<file path="src/rtl/key_load_ctrl_if.sv">
// Handshake and result bus between the key store / core side and key_load_ctrl.
// The controller uses the slave modport; the key-store side uses master.
interface key_load_ctrl_if #(
    parameter int KEY_W = 8
);
    logic             start;
    logic             kbit_valid;
    logic             kbit_data;
    logic             kbit_ready;
    logic             retry_req;
    logic [KEY_W-1:0] key;
    logic             key_valid;
    logic             busy;
    logic             err;
    logic             lockout;

    modport master (
        output start, kbit_valid, kbit_data,
        input  kbit_ready, retry_req, key, key_valid, busy, err, lockout
    );

    modport slave (
        input  start, kbit_valid, kbit_data,
        output kbit_ready, retry_req, key, key_valid, busy, err, lockout
    );
endinterface

</file>
<file path="src/rtl/key_load_ctrl.sv">
// Loads a serial, even-parity-protected unlock key with retry on error/timeout
// and a sticky lockout after MAX_RETRY+1 failed attempts.
module key_load_ctrl #(
    parameter int KEY_W     = 8,
    parameter int MAX_RETRY = 3,
    parameter int TIMEOUT   = 16
) (
    input  logic            clk,
    input  logic            rst,
    key_load_ctrl_if.slave  bus
);
    localparam int BW = (KEY_W > 1) ? $clog2(KEY_W) : 1;
    localparam int IW = $clog2(TIMEOUT + 1);
    localparam int RW = $clog2(MAX_RETRY + 2);

    typedef enum logic [2:0] {
        S_IDLE, S_SHIFT, S_PARITY, S_RETRY, S_DONE, S_LOCK
    } state_t;

    state_t           r_state;
    state_t           w_next;
    logic [KEY_W-1:0] r_shift;
    logic [BW-1:0]    r_bitcnt;
    logic [IW-1:0]    r_idlecnt;
    logic [RW-1:0]    r_retrycnt;
    logic [KEY_W-1:0] r_key;
    logic             r_key_valid;
    logic             r_kbit_ready;
    logic             r_retry_req;
    logic             r_busy;
    logic             r_err;
    logic             r_lockout;

    logic w_active;
    logic w_hs;
    logic w_timeout;
    logic w_pass;
    logic w_fail;

    always_comb begin
        w_next    = r_state;
        w_pass    = 1'b0;
        w_fail    = 1'b0;
        w_active  = (r_state == S_SHIFT) || (r_state == S_PARITY);
        w_hs      = w_active && r_kbit_ready && bus.kbit_valid;
        // A handshake on the expiry cycle wins over the timeout.
        w_timeout = w_active && !w_hs && (r_idlecnt == IW'(TIMEOUT - 1));

        case (r_state)
            S_IDLE:   if (bus.start) w_next = S_SHIFT;
            S_SHIFT: begin
                if (w_hs && (r_bitcnt == BW'(KEY_W - 1))) w_next = S_PARITY;
                else if (w_timeout)                      w_fail = 1'b1;
            end
            S_PARITY: begin
                if (w_hs) begin
                    if (bus.kbit_data == ^r_shift) begin
                        w_pass = 1'b1;
                        w_next = S_DONE;
                    end else begin
                        w_fail = 1'b1;
                    end
                end else if (w_timeout) begin
                    w_fail = 1'b1;
                end
            end
            S_RETRY:  w_next = S_SHIFT;
            S_DONE:   w_next = S_DONE;
            S_LOCK:   w_next = S_LOCK;
            default:  w_next = S_IDLE;
        endcase

        if (w_fail) w_next = (r_retrycnt == RW'(MAX_RETRY)) ? S_LOCK : S_RETRY;
    end

    always_ff @(posedge clk) begin
        if (rst) begin
            r_state      <= S_IDLE;
            r_shift      <= '0;
            r_bitcnt     <= '0;
            r_idlecnt    <= '0;
            r_retrycnt   <= '0;
            r_key        <= '0;
            r_key_valid  <= 1'b0;
            r_kbit_ready <= 1'b0;
            r_retry_req  <= 1'b0;
            r_busy       <= 1'b0;
            r_err        <= 1'b0;
            r_lockout    <= 1'b0;
        end else begin
            r_state      <= w_next;
            // Status outputs are registered decodes of the upcoming state.
            r_kbit_ready <= (w_next == S_SHIFT) || (w_next == S_PARITY);
            r_busy       <= (w_next == S_SHIFT) || (w_next == S_PARITY) || (w_next == S_RETRY);
            r_retry_req  <= (w_next == S_RETRY);
            r_lockout    <= (w_next == S_LOCK);
            r_err        <= w_fail;

            if (w_fail) r_retrycnt <= r_retrycnt + 1'b1;

            if (w_pass) begin
                r_key       <= r_shift;
                r_key_valid <= 1'b1;
            end

            if ((r_state == S_IDLE && bus.start) || r_state == S_RETRY) begin
                r_shift   <= '0;
                r_bitcnt  <= '0;
                r_idlecnt <= '0;
            end else if (w_active) begin
                if (w_hs) begin
                    r_idlecnt <= '0;
                    if (r_state == S_SHIFT) begin
                        r_shift[r_bitcnt] <= bus.kbit_data;
                        r_bitcnt          <= r_bitcnt + 1'b1;
                    end
                end else begin
                    r_idlecnt <= r_idlecnt + 1'b1;
                end
            end
        end
    end

    assign bus.kbit_ready = r_kbit_ready;
    assign bus.retry_req  = r_retry_req;
    assign bus.key        = r_key;
    assign bus.key_valid  = r_key_valid;
    assign bus.busy       = r_busy;
    assign bus.err        = r_err;
    assign bus.lockout    = r_lockout;
endmodule

</file>
<file path="src/flat_wrapper.sv">
// flat-port wrapper written by rule: the top's interface ports become plain ports
module key_load_ctrl_flat 
#(
    parameter int KEY_W     = 8,
    parameter int MAX_RETRY = 3,
    parameter int TIMEOUT   = 16
)
  (clk, rst, bus_start, bus_kbit_valid, bus_kbit_data, bus_kbit_ready, bus_retry_req, bus_key, bus_key_valid, bus_busy, bus_err, bus_lockout);
  key_load_ctrl_if #(.KEY_W(KEY_W)) bus_i ();
  input  logic clk;
  input  logic rst;
  input wire logic [$bits(bus_i.start)-1:0] bus_start;
  input wire logic [$bits(bus_i.kbit_valid)-1:0] bus_kbit_valid;
  input wire logic [$bits(bus_i.kbit_data)-1:0] bus_kbit_data;
  output wire logic [$bits(bus_i.kbit_ready)-1:0] bus_kbit_ready;
  output wire logic [$bits(bus_i.retry_req)-1:0] bus_retry_req;
  output wire logic [$bits(bus_i.key)-1:0] bus_key;
  output wire logic [$bits(bus_i.key_valid)-1:0] bus_key_valid;
  output wire logic [$bits(bus_i.busy)-1:0] bus_busy;
  output wire logic [$bits(bus_i.err)-1:0] bus_err;
  output wire logic [$bits(bus_i.lockout)-1:0] bus_lockout;
  assign bus_i.start = bus_start;
  assign bus_i.kbit_valid = bus_kbit_valid;
  assign bus_i.kbit_data = bus_kbit_data;
  assign bus_kbit_ready = bus_i.kbit_ready;
  assign bus_retry_req = bus_i.retry_req;
  assign bus_key = bus_i.key;
  assign bus_key_valid = bus_i.key_valid;
  assign bus_busy = bus_i.busy;
  assign bus_err = bus_i.err;
  assign bus_lockout = bus_i.lockout;
  key_load_ctrl #(.KEY_W(KEY_W), .MAX_RETRY(MAX_RETRY), .TIMEOUT(TIMEOUT)) u_core (.clk(clk), .rst(rst), .bus(bus_i));
endmodule
</file>
<file path="config.mk">
export PLATFORM = sky130hd
export DESIGN_NAME = key_load_ctrl_flat
export DESIGN_NICKNAME = d
export VERILOG_FILES = /design/src/rtl/key_load_ctrl_if.sv /design/src/rtl/key_load_ctrl.sv /design/src/flat_wrapper.sv
export SDC_FILE = /design/constraint.sdc
export NUM_CORES = 1
export LEC_CHECK = 0
export CAP_MARGIN = 0
export CORE_ASPECT_RATIO = 0.9
export CORE_UTILIZATION = 35
export DETAILED_ROUTE_END_ITERATION = 10
export DONT_BUFFER_PORTS = 1
export PLACE_DENSITY = 0.56
export REMOVE_ABC_BUFFERS = 1
export SLEW_MARGIN = 10
export SYNTH_ARGS = -nofsm -noshare
export SYNTH_HDL_FRONTEND = slang
export SYNTH_SLANG_ARGS = --single-unit
</file>
<file path="constraint.sdc">
create_clock -name clk -period 2.1 [get_ports clk]
set_clock_uncertainty 0.05 [all_clocks]
set_input_delay 0.315 -clock clk [delete_from_list [all_inputs] [get_ports clk]]
set_output_delay 0.315 -clock clk [all_outputs]
set_load 0.005 [all_outputs]
</file>
# Word-level counts from Yosys, hierarchy flattened
# Index checks and enable logic that the tools add are counted.
dict set report classes {
  addsub 3
  multipliers 0
  n_div 0
  n_lt_le_gt_ge 2
  eq_ne 13
  n_shift 0
  mux 19
  n_bitwise 0
  reduce_logical 16
}
# op n
set ops {}
lappend ops {{3-bit two-way mux} 6}
lappend ops {{3-bit case mux with 6 select lines} 1}
lappend ops {{3-bit by 2-bit equality test with 1-bit output, second input constant} 5}
lappend ops {{3-bit equality test, second input constant} 4}
lappend ops {{8-bit bitwise mux} 1}
lappend ops {{1-bit two-way mux} 8}
lappend ops {{8-bit parity} 1}
lappend ops {{1-bit logical AND} 7}
lappend ops {{3-bit by 1-bit adder with 3-bit output, second input constant} 2}
lappend ops {{3-bit by 1-bit equality test with 1-bit output, second input constant} 2}
lappend ops {{5-bit by 1-bit adder with 5-bit output, second input constant} 1}
lappend ops {{5-bit by 4-bit equality test with 1-bit output, second input constant} 1}
lappend ops {{5-bit two-way mux} 1}
lappend ops {{1-bit logical OR} 4}
lappend ops {{3-bit by 4-bit < comparator with 1-bit output, second input constant} 1}
lappend ops {{1-bit demux with 3-bit select} 1}
lappend ops {{3-bit by 1-bit greater-or-equal comparator with 1-bit output, second input constant} 1}
lappend ops {{3-bit zero test} 1}
lappend ops {{3-bit AND reduction} 1}
lappend ops {{1-bit case mux with 2 select lines} 1}
lappend ops {{2-bit OR reduction} 1}
lappend ops {{1-bit equality test} 1}
lappend ops {{1-bit zero test} 1}
dict set report word_totals {
  register_bits 36
  latch_bits 0
  ram_bits 0
  mem_bits_ro 0
  inputBits 5
  output_inout_bits 14
  word_cells 65
  n_memories 0
}

# Logic depth before layout (Yosys ltp)
# Gate-level depths: netlist (run 1).
dict set report logic_depth {
  depth_word 14
  depth_mapped 7
  mapped_depth_nobuf 6
}

# Worst setup path before layout (run 1)
# Ideal clock, no wire load.
dict set report synth_timing {
  kind {register to register}
  from {reg u_core.r_shift[0]}
  to {reg u_core.r_busy, in the netlist u_core.bus.busy}
  setup_time_ns 0.125
  arrival_time_ns 1.836
  t_required_ns 1.925
  slack_ns 0.089
  path_stages_with_launch 6
  path_cell_list {dfxtp_1 -> xor3_2 -> or4_4 -> mux2_4 -> a21boi_1 -> nor3_1}
}
dict set report synth_via {
  elab_chain_cells 9
  elab_cells_between_ends 14
  classes_between {eq/ne (4); mux (7); reduce/logical (3)}
}
# item line_no
set synth_rtl {}
lappend synth_rtl {{start, declared} key_load_ctrl.sv:22} ;# logic [KEY_W-1:0] r_shift;
lappend synth_rtl {{start signal, assigned by index} key_load_ctrl.sv:114} ;# r_shift[r_bitcnt] <= bus.kbit_data;
lappend synth_rtl {{8-bit parity *} key_load_ctrl.sv:57} ;# if (bus.kbit_data == ^r_shift) begin
lappend synth_rtl {{1-bit equality test *} key_load_ctrl.sv:57}
lappend synth_rtl {{3-bit two-way mux / 1-bit two-way mux (equally long branches)} key_load_ctrl.sv:57}
lappend synth_rtl {{3-bit two-way mux / 1-bit two-way mux (equally long branches)} key_load_ctrl.sv:56} ;# if (w_hs) begin
lappend synth_rtl {{3-bit case mux with 6 select lines / 1-bit case mux with 2 select lines (equally long branches)} key_load_ctrl.sv:49} ;# case (r_state)
lappend synth_rtl {{3-bit two-way mux *} key_load_ctrl.sv:73} ;# if (w_fail) w_next = (r_retrycnt == RW'(MAX_RETRY)) ? S_LOCK : S_RETRY;
lappend synth_rtl {{3-bit by 1-bit equality test with 1-bit output / 3-bit by 2-bit equality test with 1-bit output (equally long branches)} key_load_ctrl.sv:94} ;# r_busy <= (w_next == S_SHIFT) || (w_next == S_PARITY) || (w_next == S_RETRY);
lappend synth_rtl {{1-bit logical OR} key_load_ctrl.sv:94}
lappend synth_rtl {{1-bit logical OR *} key_load_ctrl.sv:94}
lappend synth_rtl {{end signal, assigned} key_load_ctrl.sv:94}
lappend synth_rtl {{end, declared} key_load_ctrl.sv:30} ;# logic r_busy;
# Every way passes the cells marked *; elsewhere a longest branch is shown, timed or not.
# A chain may end at the register's enable or synchronous reset.

# Final worst setup path (run 1)
dict set report layout_timing {
  from {reg u_core.r_shift[2]}
  to {reg u_core.r_state[1]}
}
dict set report layout_via {
  elab_chain_cells 6
  elab_cells_between_ends 9
  classes_between {eq/ne (1); mux (7); reduce/logical (1)}
}
# item line_no
set layout_rtl {}
lappend layout_rtl {{8-bit parity *} key_load_ctrl.sv:57}
lappend layout_rtl {{1-bit equality test *} key_load_ctrl.sv:57}
lappend layout_rtl {{3-bit two-way mux / 1-bit two-way mux (equally long branches)} key_load_ctrl.sv:57}
lappend layout_rtl {{3-bit two-way mux / 1-bit two-way mux (equally long branches)} key_load_ctrl.sv:56}
lappend layout_rtl {{3-bit case mux with 6 select lines / 1-bit case mux with 2 select lines (equally long branches)} key_load_ctrl.sv:49}
lappend layout_rtl {{3-bit two-way mux *} key_load_ctrl.sv:73}
lappend layout_rtl {{end signal, assigned} key_load_ctrl.sv:91} ;# r_state <= w_next;
lappend layout_rtl {{end, declared} key_load_ctrl.sv:20} ;# state_t r_state;
# Marks and branches as above.

==> results list, run 1 <==
- Measured along the y axis, the die boundary spans just under 70 um.
* Total Routing Usage GR: 0.169
- Total clock buffers created by CTS: 5
- The share of synthesized area in the top cell type comes to 0.421.
- The Yosys step of the flow raised 0 warnings.
* #FFs+latches synth: 36
* Most instantiated flip-flop cell in the synthesis netlist: sky130_fd_sc_hd__dfxtp_1
* Post-route design area: between 0.0015 and 0.002 mm^2
* Ranking of synthesized cells by area: sky130_fd_sc_hd__dfxtp_1, sky130_fd_sc_hd__mux2i_1, sky130_fd_sc_hd__a21oi_1
- Of all nets on the critical path, the largest fanout is 5.
- Share of the cycle needed by the critical path after routing: 0.975
* Proportion of layout cells with a drive suffix above 1: 0.133
* DIE AREA: slightly above 0.005 mm^2
- Pin placement for this block handled 19 I/O pins.
* Max IR drop VDD: 323 uV
* Starting density of the core: 0.374
- The number of buffers and inverters on the critical path is 0.
- Summing all flip-flop and latch instances after layout gives between 700 and 800 um^2.
- WL/cell: between 10 and 15 um
- For this run, the slowest stage of the critical path takes approximately 0.53 ns.
- The worst register-to-register path begins at u_core.r_shift[2].
* ANT nets after route: 0
* Number of vias per cell after detailed routing: ~5.5
* Result of the run: completed
* Most frequent cells after synthesis: sky130_fd_sc_hd__dfxtp_1, sky130_fd_sc_hd__nor2_1, sky130_fd_sc_hd__a21oi_1
- Setup repair after global routing left no endpoint under its margin.
* Element type at the critical path start: flop
- In this run, synthesis inferred 0 flip-flops with an integrated enable.
- Clock network latency to the later pin of the worst-skew pair: ~0.28 ns
* Initial antenna violation count: 0
- Arrival time worst endpoint: 2.15 ns
- Critical path endpoint: u_core.r_state[1]
- Clock Path Buffers: 2
* Share of synthesized area occupied by flip-flops and latches: 0.421
* Setup crit start: u_core.r_shift[2]
* Number of DRC violations after detailed routing: 0
- The tool flagged a number of max-cap violations equal to 0.
- The min-delay analysis places its worst path in the category in -> reg.
- After detailed placement, the total cell area comes to approximately 0.0018 mm^2.
- The setup path with the least slack is of type reg -> reg.
- Crit Reg-Reg Endpoint: u_core.r_state[1]
- Sinks on the clock net: 36
- Transition time of the tightest slew-check pin: between 0.4 and 0.5 ns
* Aggregate negative setup slack: 0 ns
- Entering global routing, the biggest net connects 21 pins.
* Most common cell in the netlist: sky130_fd_sc_hd__dfxtp_1
- Global-route wire length before repair: 6350 um
- CORE AREA: ~0.0046 mm^2
- Ordered cell list for the critical path: xor3_2, or4_4, mux2_4, a21boi_2, a211oi_2
- For this design, the slowest cell found on the critical path is sky130_fd_sc_hd__or4_4.
- The number of global-route vias before repair is approximately 1400.
* Final global-route overflow total: 0
* Fmax: just under 500 MHz
- Number of buffers inserted by port buffering: 0
- At the end of routability-driven placement, the weighted congestion stood at 0.895.
* Count of endpoints failing hold in the final timing report: 0
- Total via count in the routed design: roughly 1400
* Multi-input gate area in the final layout: roughly 960 um^2
- Number of H-tree levels: 2
* Leakage power figure: ~0.72 nW
- The die is ~76 um wide.
- Power spread over the standard cell area amounts to between 600 and 700 mW/mm^2.
- In this run the clock root is driven by a sky130_fd_sc_hd__clkbuf_8.
- sky130_fd_sc_hd__dfxtp_1 takes more of the synthesized area than any other cell.
* Required @ worst endpoint: ~2.2 ns
- Measured in cells, the most critical reg-to-reg path has a length of 5.
- Syn Inst Count: ~190
- After synthesis, the mean cell area works out to about 9 um^2.
- Clock edge transition at the registers on the reported setup and hold paths: roughly 0.070 ns
* Dpl hpwl: 2830 um
* Kind of cell adding the most delay to the critical path: simple AND/OR/NAND/NOR gates
* Fraction of registers with async set/reset: 0
* Fin cells: about 260
* Crit. path cell count: 5
- Final routed wirelength across all metal layers: about 3900 um
* Max_slew headroom: 0.712
- The net count of the finished layout is 206.
* Final Max Slew Viols: 0
- Row cnt: 23
* Fillers: between 400 and 500
* Relative area change from synthesis to final layout: 12.4%
* Post-placement cell count: roughly 250
- Setup slack on the worst flop-to-flop path: between 0.05 and 0.06 ns
- Ant diodes: 0
* CTS tree: built
* Netlist cell types: 39
- CP Capture Type: flop
* Number of iterations in the first detailed-routing pass: 4
* Minimum clock period after layout: slightly above 2 ns
* Post-Synthesis Cell Area: around 0.0017 mm^2
- Iteration-0 DRC count of the detailed router: 91
- Setup violations remaining at the end of the flow were counted as 0.
[kinds of logic after synthesis]
| logic type | after synthesis | share of synthesized area |
|---|---|---|
| mux | 12 | 0.0730 |
| buf+inv | 14 | 0.0336 |
| fa+ha+maj | 6 | 0.0438 |
| compound gates | 44 | 0.150 |
| flops | 36 | 0.421 |
| simple gates | 71 | 0.221 |
| xor+xnor | 8 | 0.0584 |
[layer usage]
metal  up-vias  global-route usage  wire length [um]
met5         -                   0                 0
met4         0              0.0694                33
met3         4              0.0648               245
met2        36               0.289              1990
met1       690               0.187              1590
li1        695                   -                 -
[repair_timing]
action | CTS | global route
hold buffers | 0 | 0
pin swaps | 0 | 1
endpoints found under the setup margin | 2 | 20
buffers inserted | 0 | 1
gates resized for setup | 2 | 5
endpoints found under the hold margin | 0 | 0
[registers in the layout, summed over array words and instances, names as in the netlist, 3 cells and up]
| register | count |
|---|---|
| u_core.r_state | 3 |
| u_core.r_idlecnt | 5 |
| u_core.r_bitcnt | 3 |
| u_core.r_shift | 8 |
| u_core.r_retrycnt | 3 |
| u_core.bus.key | 8 |
[worst reg2reg max path, delay by kind of cell (launching register included)]
family / cells / cell delay [ns]
muxes: 1 / 0.33
and+or+nand+nor: 1 / 0.53
DFF: 1 / 0.35
AOI/OAI and AO/OA: 2 / 0.24
xor gates and xnor gates: 1 / 0.43
[worst min-delay path by stage]
stage	startpoint	end	slack, ns	cells after the start
2_1_floorplan	rst	u_core.r_retrycnt[0]	0.33	1
3_3_place_gp	rst	u_core.r_retrycnt[0]	0.33	1
3_5_place_dp	rst	u_core.r_retrycnt[0]	0.34	1
4_1_cts	rst	u_core.r_retrycnt[0]	0.03	1
5_1_grt	rst	u_core.r_retrycnt[0]	0.02	1
6_report	rst	u_core.r_retrycnt[0]	0.04	1
[area by class of cell]
cell class / count / area share
Multi-Input combinational cell: 141 / 0.501
Sequential cell: 36 / 0.375
Clock buffer: 7 / 0.0448
Tap cell: 62 / 0.0403
Timing Repair Buffer: 7 / 0.0273
Inverter: 4 / 0.00780
Clock inverter: 1 / 0.00390
[where the power goes]
group	total (mW)	leakage, nW	internal [mW]	switching (mW)
Sequential	0.697	0.291	0.690	0.00736
Combinational	0.0711	0.380	0.0262	0.0448
Clock	0.501	0.0445	0.266	0.234
Total	1.27	0.716	0.982	0.286
[per-stage QoR]
step	hold WS [ns]	power, mW	utilization	worst slack [ns]
after global placement	0.335	0.776	0.392	0.0795
after CTS	0.0303	1.28	0.414	0.0103
after global routing	0.0225	1.33	0.421	0.0104
after floorplan	0.327	0.758	-	0.0270
after detailed placement	0.335	0.780	0.392	-0.0111
final	0.0390	1.27	0.421	0.0533
[cell usage in the layout, fill, tap and decap left out, drive strengths merged, types with 3 or more instances in the layout]
cell type   n
nor3        8
nand4b      4
nand2       7
buf         7
nand3      15
nand2b      3
xnor2       4
dfxtp      36
a21oi      20
clkbuf      7
mux2i      11
a31oi       3
o21ai      12
ha          6
nor2       20
inv         4
a211oi      3
(Power assumes the default switching activity.)
==> run 2: changes to the inputs <==
--- a/config.mk
+++ b/config.mk
@@ -10,7 +10,7 @@
 export CORE_UTILIZATION = 35
 export DETAILED_ROUTE_END_ITERATION = 10
 export DONT_BUFFER_PORTS = 1
-export PLACE_DENSITY = 0.56
+export MAX_ROUTING_LAYER = met4
 export REMOVE_ABC_BUFFERS = 1
 export SLEW_MARGIN = 10
 export SYNTH_ARGS = -nofsm -noshare
==> run 2 against run 1 <==
Clock power barely moved; register-to-register slack improved by 0.04 ns; total power barely moved; via count shrank 7.4%; non-clock buffer count decreased by 1.
==> results list, run 2 (synthesized netlist as in run 1, its figures left out) <==
- The number of rows created at floorplan was 23 (unchanged).
* Max_slew headroom: 0.714 (+0.00208)
* Number of H-tree levels: 2 (unchanged)
- The fraction of power consumed by combinational cells was 0.054 (-0.002).
- Dpl hpwl: 2430 um (-14%)
* Internal Power: 0.983 mW (about the same)
- The worst setup path is launched from a flop.
- The number of global-route vias before repair was 1215 (-11%).
- Die span in x: 75.7 um (unchanged)
- Type of the setup path with the least slack: reg -> reg
* Setup WS pre-CTS: 0.0228 ns (+0.0339 ns)
- The number of detailed-routing iterations run before antenna repair was 4 (unchanged).
- Final count of negative-setup-slack endpoints: 0 (unchanged)
- The count of buffers from port buffering came to 0 (unchanged).
- Relative to the synthesized area, the layout overhead comes to 12.1%.
- The top cell types in the final layout, fill and taps aside, are sky130_fd_sc_hd__dfxtp_1, sky130_fd_sc_hd__nor2_1, sky130_fd_sc_hd__a21oi_1.
* Largest net degree at the start of global routing: 21 (unchanged)
- The critical path data required time came to 2.27 ns (+0.06 ns).
* Unrepaired setup endpoints after global routing: no
- Share of the cycle needed by the critical path after routing: 0.957 (-0.0179)
- The highest fanout seen on the critical path came to 5 (unchanged).
* Result of the run: completed
* Starting density of the core: 0.374 (unchanged)
- Post-route setup slack: 0.0908 ns (+0.0375 ns)
* Max IR drop VDD: 387 uV (+20%)
- Aggregate negative setup slack: 0 ns (unchanged)
- Number of vias per cell after detailed routing: 5.13 (-7.1%)
* Share of total power consumed by net switching: 0.226 (+0.000233)
- The cell sitting at the root of the clock tree is a sky130_fd_sc_hd__clkbuf_8.
* Count of endpoints failing hold in the final timing report: 0 (unchanged)
- The number of primary I/O pins came to 19 (unchanged).
- The clock latency at the later pin of the worst-skew pair came to 0.28 ns (about the same).
- Sinks on the clock net: 36 (unchanged)
* Max incr delay on CP: 0.51 ns (-0.02 ns)
* Most common library cell in the layout ignoring fill and taps: sky130_fd_sc_hd__dfxtp_1
* CP Capture Type: flop
- Total number of nets in the final design: 205 (-0.49%)
* WL/cell: 13.3 um (-11%)
- Arrival time worst endpoint: 2.18 ns (+0.03 ns)
- The count of unresolved DRC violations after routing came to 0 (unchanged).
- Min-Delay Path Depth: 1 (unchanged)
- Kind of cell adding the most delay to the critical path: simple AND/OR/NAND/NOR gates
- The overall fraction of global-route tracks in use was 0.152 (-0.0171).
- The buffers inserted during post-CTS setup optimization was 0 (unchanged).
- The standard cell core area came to 0.00458 mm^2 (unchanged).
- The largest individual stage delay along the critical path comes from the cell sky130_fd_sc_hd__or4_4.
* Design Power: 1.27 mW (about the same)
- Clock edge transition at the registers on the reported setup and hold paths: 0.07 ns (about the same)
- The initial antenna violation count came to 0 (unchanged).
* Global-route wire length before repair: 5700 um (-10%)
* ANT nets after route: 0 (unchanged)
* Fmax: 498 MHz (+1.9%)
- Clock Path Buffers: 2 (unchanged)
- Sum of buffers and inverters on the critical path: 0 (unchanged)
- Share of total power in sequential cells: 0.549 (about the same)
- The height of the die came to 68.4 um (unchanged).
- Crit. path cell count: 5 (unchanged)
- The number of clock buffers inserted by TritonCTS was 5 (unchanged).
- Proportion of layout cells with a drive suffix above 1: 0.118 (-0.0147)
- The final critical delay including setup and external delays came to 2.01 ns (-0.0375 ns).
- Fraction of the core area covered by cells at the end of the flow: 0.419 (-0.00137)
- The transition time at the pin with the least slew margin came to 0.425 ns (-0.00547 ns).
- Iteration-0 DRC count of the detailed router: 66 (-27%)
* DIE AREA: 0.00518 mm^2 (unchanged)
- Clk network pwr share: 0.397 (+0.002)
- Class of the tightest hold or removal check: in -> reg
- Count of max-cap constraint violations: 0 (unchanged)
- The number of slew-limit violations in the final report is 0 (unchanged).
- Final global-route overflow total: 0 (unchanged)
* Leakage power figure: 0.708 nW (-1.1%)
- Pwr per Cell Area: 661 mW/mm^2 (+0.39%)
* Psw: 0.287 mW (+0.17%)
- The critical path goes through xor3_2, or4_4, mux2_4, a21o_1, a21oi_2.
- CTS tree: built
- Total via count in the routed design: 1319 (-7.4%)
- The depth of the worst register-to-register path was 5 (unchanged).
* Ant diodes: 0 (unchanged)
- The final wirelength is 3420 um (-11%).
- GP Congestion: 0.797 (-11%)
## run 2: changes by cell type in the layout (fill, tap and decap cells not counted)
| cell | delta |
|---|---|
| sky130_fd_sc_hd__a21boi_2 | -1 |
| sky130_fd_sc_hd__xnor3_1 | +1 |
| sky130_fd_sc_hd__buf_4 | -1 |
| sky130_fd_sc_hd__nor3_2 | -1 |
| sky130_fd_sc_hd__nor3_1 | +1 |
| sky130_fd_sc_hd__a21boi_4 | +1 |
| sky130_fd_sc_hd__xnor3_2 | -1 |
## run 2: final timing paths
path	start	to	slack, ns
worst min-delay path	rst	u_core.r_retrycnt[0]	0.04
worst max-delay path	u_core.r_shift[0]	u_core.r_retrycnt[0]	0.09
worst max register to register	u_core.r_shift[0]	u_core.r_retrycnt[0]	0.09
worst min register to register	u_core.r_retrycnt[1]	u_core.r_retrycnt[1]	0.43
## run 2: layout make-up
cell class / instances / area, um^2
Timing Repair Buffer: 6 / 45.0
Clock buffer: 7 / 86.3
Fill cell: 434 / 2660
Inverter: 4 / 15.0
Clock inverter: 1 / 7.51
Sequential cell: 36 / 722
Tap cell: 62 / 77.6
Multi-Input combinational cell: 141 / 966
## run 2: per-layer routing
layer / GRT usage / part of all wire
met1: 0.204 / 0.51
met2: 0.215 / 0.43
met3: 0.0471 / 0.057
met4: 0.0486 / 0.0085
met5: - / 0
## run 2: worst register-to-register path: stages (launching register included)
cell and delay, ns:
sky130_fd_sc_hd__dfxtp_2 0.35, sky130_fd_sc_hd__xor3_2 0.43, sky130_fd_sc_hd__or4_4 0.51, sky130_fd_sc_hd__mux2_4 0.33, sky130_fd_sc_hd__a21o_1 0.17, sky130_fd_sc_hd__a21oi_2 0.11
## run 2: repair_timing
item / CTS / global route
setup endpoints to repair: 1 / 12
gates cloned: 0 / 0
pin swaps: 0 / 0
gates resized for setup: 1 / 5
hold buffers: 0 / 0
## run 2: power by group through the flow
stage                     sequential (mW)  combinational (mW)  clock, mW
after detailed placement            0.712              0.0661          0
final                               0.697              0.0685      0.504
after global routing                0.698              0.0767      0.548
after CTS                           0.697              0.0665      0.524
after global placement              0.712              0.0655          0
after floorplan                     0.710              0.0476          0
## run 2: metrics by stage
stage / std cells / area [um^2] / hold slack, ns
after global placement: 249 / 1790 / 0.332
after detailed placement: 249 / 1790 / 0.335
after global routing: 257 / 1920 / 0.0199
after CTS: 257 / 1890 / 0.0276
final: 257 / 1920 / 0.0368
after floorplan: 181 / 1670 / 0.327
